==> src/rtl/alu_packet_ctrl.sv <==
// Packet sequencer: parses uart_rx bytes into a header plus 32-bit payload words,
// folds the words through an external ALU and returns the result (or echoes the payload) to uart_tx.
module alu_packet_ctrl #(
   parameter logic [7:0] ECHO_OP = 8'hEC,
   parameter int         LEN_W   = 16
) (
   input  logic        clk,
   input  logic        rst_n,
   input  logic [7:0]  s_axis_tdata,
   input  logic        s_axis_tvalid,
   output logic        s_axis_tready,
   output logic [7:0]  m_axis_tdata,
   output logic        m_axis_tvalid,
   input  logic        m_axis_tready,
   output logic [7:0]  alu_op_o,
   output logic [31:0] alu_a_o,
   output logic [31:0] alu_b_o,
   output logic        alu_start_o,
   input  logic        alu_done_i,
   input  logic [31:0] alu_result_i,
   output logic        busy_o,
   output logic        err_o
);

   typedef enum logic [3:0] {
      HDR_OP, HDR_RSV, DRAIN_HDR, HDR_LEN_LO, HDR_LEN_HI,
      PAY, ALU_START, ALU_WAIT, TX_RESP, ECHO, DRAIN
   } state_t;

   state_t            state;
   logic [7:0]        len_lo;
   logic [LEN_W-1:0]  rx_cnt;
   logic [LEN_W-1:0]  tx_cnt;
   logic [31:0]       word;
   logic [31:0]       acc;
   logic [1:0]        byte_idx;
   logic [1:0]        tx_idx;
   logic              first_word;

   logic              rx_fire;
   logic              tx_fire;
   logic [LEN_W-1:0]  pkt_len;
   logic [LEN_W-1:0]  pay_len;
   logic [31:0]       word_full;
   logic [7:0]        tx_byte;

   assign rx_fire   = s_axis_tvalid & s_axis_tready;
   assign tx_fire   = m_axis_tvalid & m_axis_tready;
   assign pkt_len   = LEN_W'({s_axis_tdata, len_lo});
   assign pay_len   = pkt_len - LEN_W'(4);
   assign word_full = {word[23:0], s_axis_tdata};
   // ~tx_idx == 3 - tx_idx, so the accumulator leaves MSB first
   assign tx_byte   = 8'(acc >> {~tx_idx, 3'b000});
   assign busy_o    = (state != HDR_OP);

   always_ff @(posedge clk or negedge rst_n) begin
      if (!rst_n) begin
         state         <= HDR_OP;
         s_axis_tready <= 1'b1;
         m_axis_tdata  <= '0;
         m_axis_tvalid <= 1'b0;
         alu_op_o      <= '0;
         alu_a_o       <= '0;
         alu_b_o       <= '0;
         alu_start_o   <= 1'b0;
         err_o         <= 1'b0;
         len_lo        <= '0;
         rx_cnt        <= '0;
         tx_cnt        <= '0;
         word          <= '0;
         acc           <= '0;
         byte_idx      <= '0;
         tx_idx        <= '0;
         first_word    <= 1'b0;
      end else begin
         alu_start_o <= 1'b0;
         err_o       <= 1'b0;
         case (state)
            HDR_OP: if (rx_fire) begin
               alu_op_o <= s_axis_tdata;
               state    <= HDR_RSV;
            end
            HDR_RSV: if (rx_fire) begin
               if (s_axis_tdata != 8'h00) begin
                  err_o  <= 1'b1;
                  rx_cnt <= LEN_W'(2);
                  state  <= DRAIN_HDR;
               end else begin
                  state <= HDR_LEN_LO;
               end
            end
            HDR_LEN_LO: if (rx_fire) begin
               len_lo <= s_axis_tdata;
               state  <= HDR_LEN_HI;
            end
            HDR_LEN_HI: if (rx_fire) begin
               rx_cnt <= pay_len;
               tx_cnt <= pay_len;
               if (pkt_len < LEN_W'(4)) begin
                  err_o <= 1'b1;
                  state <= HDR_OP;
               end else if (alu_op_o == ECHO_OP) begin
                  state <= (pay_len == '0) ? HDR_OP : ECHO;
               end else if (pay_len < LEN_W'(4) || pay_len[1:0] != 2'b00) begin
                  err_o <= 1'b1;
                  state <= (pay_len == '0) ? HDR_OP : DRAIN;
               end else begin
                  byte_idx   <= '0;
                  first_word <= 1'b1;
                  state      <= PAY;
               end
            end
            PAY: if (rx_fire) begin
               word     <= word_full;
               rx_cnt   <= rx_cnt - LEN_W'(1);
               byte_idx <= byte_idx + 2'd1;
               if (byte_idx == 2'd3) begin
                  if (first_word) begin
                     acc        <= word_full;
                     first_word <= 1'b0;
                     if (rx_cnt == LEN_W'(1)) begin
                        s_axis_tready <= 1'b0;
                        tx_idx        <= '0;
                        state         <= TX_RESP;
                     end
                  end else begin
                     alu_a_o       <= acc;
                     alu_b_o       <= word_full;
                     s_axis_tready <= 1'b0;
                     state         <= ALU_START;
                  end
               end
            end
            ALU_START: begin
               alu_start_o <= 1'b1;
               state       <= ALU_WAIT;
            end
            ALU_WAIT: if (alu_done_i) begin
               acc <= alu_result_i;
               if (rx_cnt == '0) begin
                  tx_idx <= '0;
                  state  <= TX_RESP;
               end else begin
                  s_axis_tready <= 1'b1;
                  state         <= PAY;
               end
            end
            TX_RESP: begin
               if (!m_axis_tvalid) begin
                  m_axis_tdata  <= tx_byte;
                  m_axis_tvalid <= 1'b1;
               end else if (m_axis_tready) begin
                  m_axis_tvalid <= 1'b0;
                  tx_idx        <= tx_idx + 2'd1;
                  if (tx_idx == 2'd3) begin
                     s_axis_tready <= 1'b1;
                     state         <= HDR_OP;
                  end
               end
            end
            ECHO: begin
               // ready only with the buffer empty, so rx and tx never fire together
               if (rx_fire) begin
                  m_axis_tdata  <= s_axis_tdata;
                  m_axis_tvalid <= 1'b1;
                  rx_cnt        <= rx_cnt - LEN_W'(1);
                  s_axis_tready <= 1'b0;
               end else if (tx_fire) begin
                  m_axis_tvalid <= 1'b0;
                  tx_cnt        <= tx_cnt - LEN_W'(1);
                  if (tx_cnt == LEN_W'(1)) begin
                     s_axis_tready <= 1'b1;
                     state         <= HDR_OP;
                  end else begin
                     s_axis_tready <= (rx_cnt != '0);
                  end
               end
            end
            DRAIN_HDR, DRAIN: if (rx_fire) begin
               rx_cnt <= rx_cnt - LEN_W'(1);
               if (rx_cnt == LEN_W'(1)) state <= HDR_OP;
            end
            default: begin
               s_axis_tready <= 1'b1;
               state         <= HDR_OP;
            end
         endcase
      end
   end

endmodule

==> config.mk <==
export PLATFORM = sky130hd
export DESIGN_NAME = alu_packet_ctrl
export DESIGN_NICKNAME = d
export VERILOG_FILES = /design/src/rtl/alu_packet_ctrl.sv
export SDC_FILE = /design/constraint.sdc
export NUM_CORES = 1
export LEC_CHECK = 0
export BUFFER_PORTS_ARGS = -buffer_cell sky130_fd_sc_hd__buf_2
export CORE_MARGIN = 2
export CORE_UTILIZATION = 45
export CTS_BUF_LIST = sky130_fd_sc_hd__clkbuf_8
export DETAILED_ROUTE_END_ITERATION = 8
export GPL_ROUTABILITY_DRIVEN = 0
export MAX_ROUTING_LAYER = met4
export PLACE_DENSITY = 0.66
export SYNTH_ARGS = -nofsm -noshare
export SYNTH_HDL_FRONTEND = slang
export SYNTH_SLANG_ARGS = --single-unit
==> constraint.sdc <==
create_clock -name clk -period 3.5 [get_ports clk]
set_input_delay 0.175 -clock clk [delete_from_list [all_inputs] [get_ports clk]]
set_output_delay 0.175 -clock clk [all_outputs]
set_load 0.01 [all_outputs]
# [Yosys cells after proc, flatten, opt, wreduce, memory -nomap -nowiden]
# Cells that the tools add are included.
[word_totals] ff_bits=189 output_inout_bits=85 elab_cells=193
[op_classes] addsub=5 n_lt_le_gt_ge=2 eq_ne=43 n_shift=1 muxes=89 bitwise_logic=5 n_reduce_logical=31
[op_table] op="$mux W32" n=4
[op_table] op="$mux W16" n=6
[op_table] op="$mux W4" n=23
[op_table] op="$pmux W32 S2" n=1
[op_table] op="$ne A2 B2 Y1 const B" n=25
[op_table] op="$pmux W16 S3" n=1
[op_table] op="$pmux W4 S10" n=1
[op_table] op="$eq A16 B1 Y1 const B" n=2
[op_table] op="$logic_not A16 Y1" n=2
[op_table] op="$lt A16 B3 Y1 const B" n=2
[op_table] op="$pmux W16 S2" n=1
[op_table] op="$shr A32 B5 Y8" n=1
[op_table] op="$sub A16 B1 Y16 const B" n=2
[op_table] op="$mux W1" n=30
[op_table] op="$mux W2" n=13
[op_table] op="$eq A4 B3 Y1 const B" n=4
[op_table] op="$mux W8" n=2
[op_table] op="$pmux W8 S2" n=1
[op_table] op="$reduce_and A16 Y1" n=1
[op_table] op="$reduce_bool A16 Y1" n=1
[op_table] op="$sub A16 B3 Y16 const B" n=1
[op_table] op="$eq A4 B4 Y1 const B" n=3
[op_table] op="$reduce_and A10 Y1" n=1
[op_table] op="$reduce_and A5 Y1" n=2
[op_table] op="29 further kinds" n=46

# [Depth between registers and ports, before layout]
[depth] ltp_word=8 ltp_mapped=10 depth_no_buf=8

# [Worst setup path after synthesis]
# OpenSTA, ideal clock, no wires.
[synth_timing] kind="reg-to-reg" start="register len_lo[2]" end="register state[2]" arrival_time_ps=2344 slack_ps=1032 stages_incl_launch_ff=11 n_path_buf=2 period_less_slack_ps=2468 path_cell_list="dfrtp_1 > buf_2 > inv_1 > ha_1 > buf_2 > xnor2_1 > nand3_1 > a2111o_1 > nor4_2 > a21oi_1 > a211o_1"
[synth_via] elab_chain_cells=8
[synth_lines] item="from (decl)" line="31" rtl="logic [7:0] len_lo;"
[synth_lines] item="from (signal assigned)" line="93" rtl="len_lo <= s_axis_tdata;"
[synth_lines] item="$sub A16 B3 Y16" line="50" rtl="assign pay_len = pkt_len - LEN_W'(4);"
[synth_lines] item="$lt A16 B3 Y1" line="104" rtl="end else if (pay_len < LEN_W'(4) || pay_len[1:0] != 2'b00) begin"
[synth_lines] item="$logic_or A1 B1 Y1" line="104"
[synth_lines] item="$mux W4" line="104"
[synth_lines] item="$mux W4" line="102" rtl="end else if (alu_op_o == ECHO_OP) begin"
[synth_lines] item="$mux W4 (*)" line="99" rtl="if (pkt_len < LEN_W'(4)) begin"
[synth_lines] item="$mux W4 (*)" line="96" rtl="HDR_LEN_HI: if (rx_fire) begin"
[synth_lines] item="$pmux W4 S10 (*)" line="78" rtl="case (state)"
[synth_lines] item="to (signal assigned)" line="103" rtl="state <= (pay_len == '0) ? HDR_OP : ECHO;"
[synth_lines] item="to (signal assigned)" line="106" rtl="state <= (pay_len == '0) ? HDR_OP : DRAIN;"
[synth_lines] item="to (decl)" line="30" rtl="state_t state;"
# Mark *: on every way between the ends. The rest lies on a longest branch, timed or not. The select of a mux whose other input is x is not followed.
# A chain may end at the register's enable or synchronous reset.

# [Worst setup path in the final report]
[layout_timing] start="register len_lo[2]" end="register state[1]"
[layout_via] elab_chain_cells=8
[layout_lines] item="$sub A16 B3 Y16" line="50"
[layout_lines] item="$lt A16 B3 Y1 or $logic_not A16 Y1 (tied branches)" line="104, 106"
[layout_lines] item="$logic_or A1 B1 Y1 or $mux W4 (tied branches)" line="104, 106"
[layout_lines] item="$mux W4" line="104"
[layout_lines] item="$mux W4" line="102"
[layout_lines] item="$mux W4 (*)" line="99"
[layout_lines] item="$mux W4 (*)" line="96"
[layout_lines] item="$pmux W4 S10 (*)" line="78"
# Marks and branches as above.

==> metrics.txt <==
effective utilization at floorplan 45.5%; Slew Viols, Final 0; first-pass GRT wire length 40.9 mm; H-tree Lvls 4; post-synth top area cell dfrtp_1; setup TNS 0 ns; Final Hold Violating Endpoints 0; Primary FF master, synth dfrtp_1; final worst path period need 2.90 ns; Max FO, Critical Path 10; final instance area 0.0109 mm^2; via total after detailed routing 7559; Warnings, synthesis 0; top cell type's share of synthesized area 49.5%; dpl cell area 0.0104 mm^2; critical path startpoint len_lo[2]$_DFFE_PN0P_; Slowest-stage cell, CP dfrtp_1; DP HPWL 18.4 mm; Tot GR Track Use 24.7%; router iterations before antenna repair 5; Post-Syn Area 0.00950 mm^2; Slew headroom 26.0%; IO buf count 129; DR vias/cell 5.67; Core Area 0.0209 mm^2; number of synthesized flops with an enable pin 0; dominant cells by area after synthesis dfrtp_1 50%, mux2_2 8.5%, nand2_1 5.0%; die height 149 um; Peak VDD IR 0.274 mV; Setup crit end kind flip-flop; HP Start alu_result_i[23]; final core utilization 52.2%; post-CTS setup buffers 0; f_max 345 MHz; Worst-path clk slew 0.10 ns; insertion delay to the later sink of the worst-skew pair 0.48 ns; cell with the most instances after synthesis dfrtp_1; num rows 53; CTS root buffer clkbuf_8; clock tree from TritonCTS done; vias in the first global route 7223; Final ANT Viol Nets 0; Post-synth ARST share 100%; Worst Tran Pin Value 1.11 ns; hold slack 0.0199 ns; worst r2r src len_lo[2]$_DFFE_PN0P_; power per cell area 750 mW/mm^2; status finished clean; Seq/Total Area, Yosys 49.8%; DR WL/cell 19.5 um; Layout Area Growth over Synthesis 14.9%; syn nets 978; worst setup path class reg2reg; WL final 25.9 mm; die width 149 um; min-delay worst type in2reg; Placed Instances 1292; Initial DRC Count 511; Commonest cells post-synth 188 x dfrtp_1, 127 x nand2_1, 76 x nor2_1, 72 x mux2_2, 68 x a21oi_1; crit-path max cell delay 0.55 ns; RSZ-0062 raised after global routing no; layout cells sized above 1 27.0%; Setup Skew 0.0148 ns; Post-CTS Resized 0; I/O pin total 130; maxcap violations 0; # clock sinks 189; largest net degree at the start of global routing 91; Critical Path RT 3.86 ns; CP arrival 3.25 ns; CTS Buf Count 17; Syn Inst Count 924; Largest delay share family, worst path simple AND/OR/NAND/NOR gates; fin crit share 82.8%; non-filler cells, final 1333; endpoints failing setup 0; Residual DRC 0; WP buf/inv 1; clk buf depth 2; Synth Register Bits 189; Mean Syn Cell Area 10.3 um^2; Die ar. 0.0223 mm^2; cts-stage hold buffer count 8; Final #Nets 1098; initial antenna violation count 1; Pleak 5.38 nW; CP Launch Type flip-flop; global route overflow 0; Cell Chain, Critical Path inv_1 -> ha_1 -> xnor2_1 -> nand3_1 -> a2111o_1 -> nor4_2 -> nand2_1 -> o311ai_0; Yosys cell types 73
-- where the power goes --
group          switching (W)  total [W]  leakage, nW  internal, W
sequential          0.000755    0.00355         2.46      0.00280
clock               0.000890    0.00154        0.216     0.000645
combinational        0.00178    0.00310         2.70      0.00132
total                0.00342    0.00819         5.38      0.00476
-- routing by layer --
metal	up-vias	track usage, %	wire [um]
met5	-	-	0
met2	284	36.1	11900
met1	3673	35.2	11700
met3	35	4.83	1840
met4	0	6.95	477
li1	3567	-	-
-- worst paths after layout --
| kind | to | slack [ns] | cells past startpoint |
|---|---|---|---|
| max | state[1]$_DFFE_PN0P_ | 0.60 | 8 |
| min | acc[23]$_DFFE_PN0P_ | 0.02 | 3 |
| max reg2reg | state[1]$_DFFE_PN0P_ | 0.60 | 8 |
| min reg2reg | s_axis_tready$_DFFE_PN1P_ | 0.49 | 2 |
| max in group asynchronous | s_axis_tready$_DFFE_PN1P_ | 2.28 | 3 |
| min in group asynchronous | rx_cnt[0]$_DFFE_PN0P_ | 0.31 | 2 |
-- layout by cell type, fill, tap and decap left out, types with 3 or more instances in the layout --
cell type	Yosys	layout
nand2_1	127	127
ha_1	9	9
nand3_1	20	20
and2_1	5	5
o211ai_1	4	4
nor2_1	76	75
buf_4	2	22
xnor2_1	7	7
nand4b_1	4	4
a32oi_1	6	6
inv_8	0	4
a22o_1	8	8
inv_1	18	18
dfrtp_1	188	188
mux2_1	5	5
o22ai_1	6	6
clkbuf_8	0	20
mux4_2	8	8
inv_6	0	5
a211o_1	4	4
a21o_1	5	5
a31oi_1	17	17
nor3_1	23	23
nand2b_1	4	4
nor4_1	4	4
dlygate4sd3_1	0	8
o32ai_1	3	3
a311oi_1	4	4
or3_1	4	4
mux2i_1	34	34
or4_1	3	3
nor2b_1	8	8
o21ai_0	57	57
nand3b_1	3	3
mux2_2	72	72
nand4_1	3	3
a211oi_1	5	5
a21oi_1	68	68
xor2_1	5	5
buf_2	12	128
-- per-stage QoR --
step	power, W	setup slack [ns]
2_1_floorplan	0.00567	1.03
3_3_place_gp	0.00659	0.753
3_5_place_dp	0.00665	0.650
4_1_cts	0.00820	0.637
5_1_grt	0.00874	0.308
6_report	0.00819	0.603
-- final cells by class --
cell class	instances	area [um^2]
fill	1908	9970
sequential	189	4730
multi-input combinational	657	4410
timing repair buffer	161	940
tap	275	344
clock buffer	19	262
clock inverter	13	160
inverter	18	67.6
antenna	1	2.50
-- cells by family (layout without fill, tap and decap cells) --
kind of cell	Yosys count	count (layout)	share of synthesized area, %
AO/OA/AOI/OAI	209	209	13.7
XOR/XNOR	12	12	1.11
adder cells (fa/ha/maj)	9	9	1.19
buffers and inverters	78	211	3.85
flip-flops	189	189	49.8
multiplexers	119	119	14.6
other	0	1	0
AND/OR/NAND/NOR	308	308	15.7
-- state kept, by name, indices dropped and copies added, names as in the netlist, 2 cells and up --
register / flops
acc: 32
alu_a_o: 32
alu_b_o: 32
alu_op_o: 8
byte_idx: 2
len_lo: 8
m_axis_tdata: 8
rx_cnt: 16
state: 4
tx_cnt: 16
tx_idx: 2
word: 24
-- worst register-to-register path, delay by kind of cell (launching register included) --
kind            cells  cell delay (ns)
flops               1             0.55
fa+ha+maj           1             0.33
xor+xnor            1             0.33
buf+inv             1             0.08
simple gates        3             0.77
compound gates      2             0.73
(Power assumes the default switching activity.)
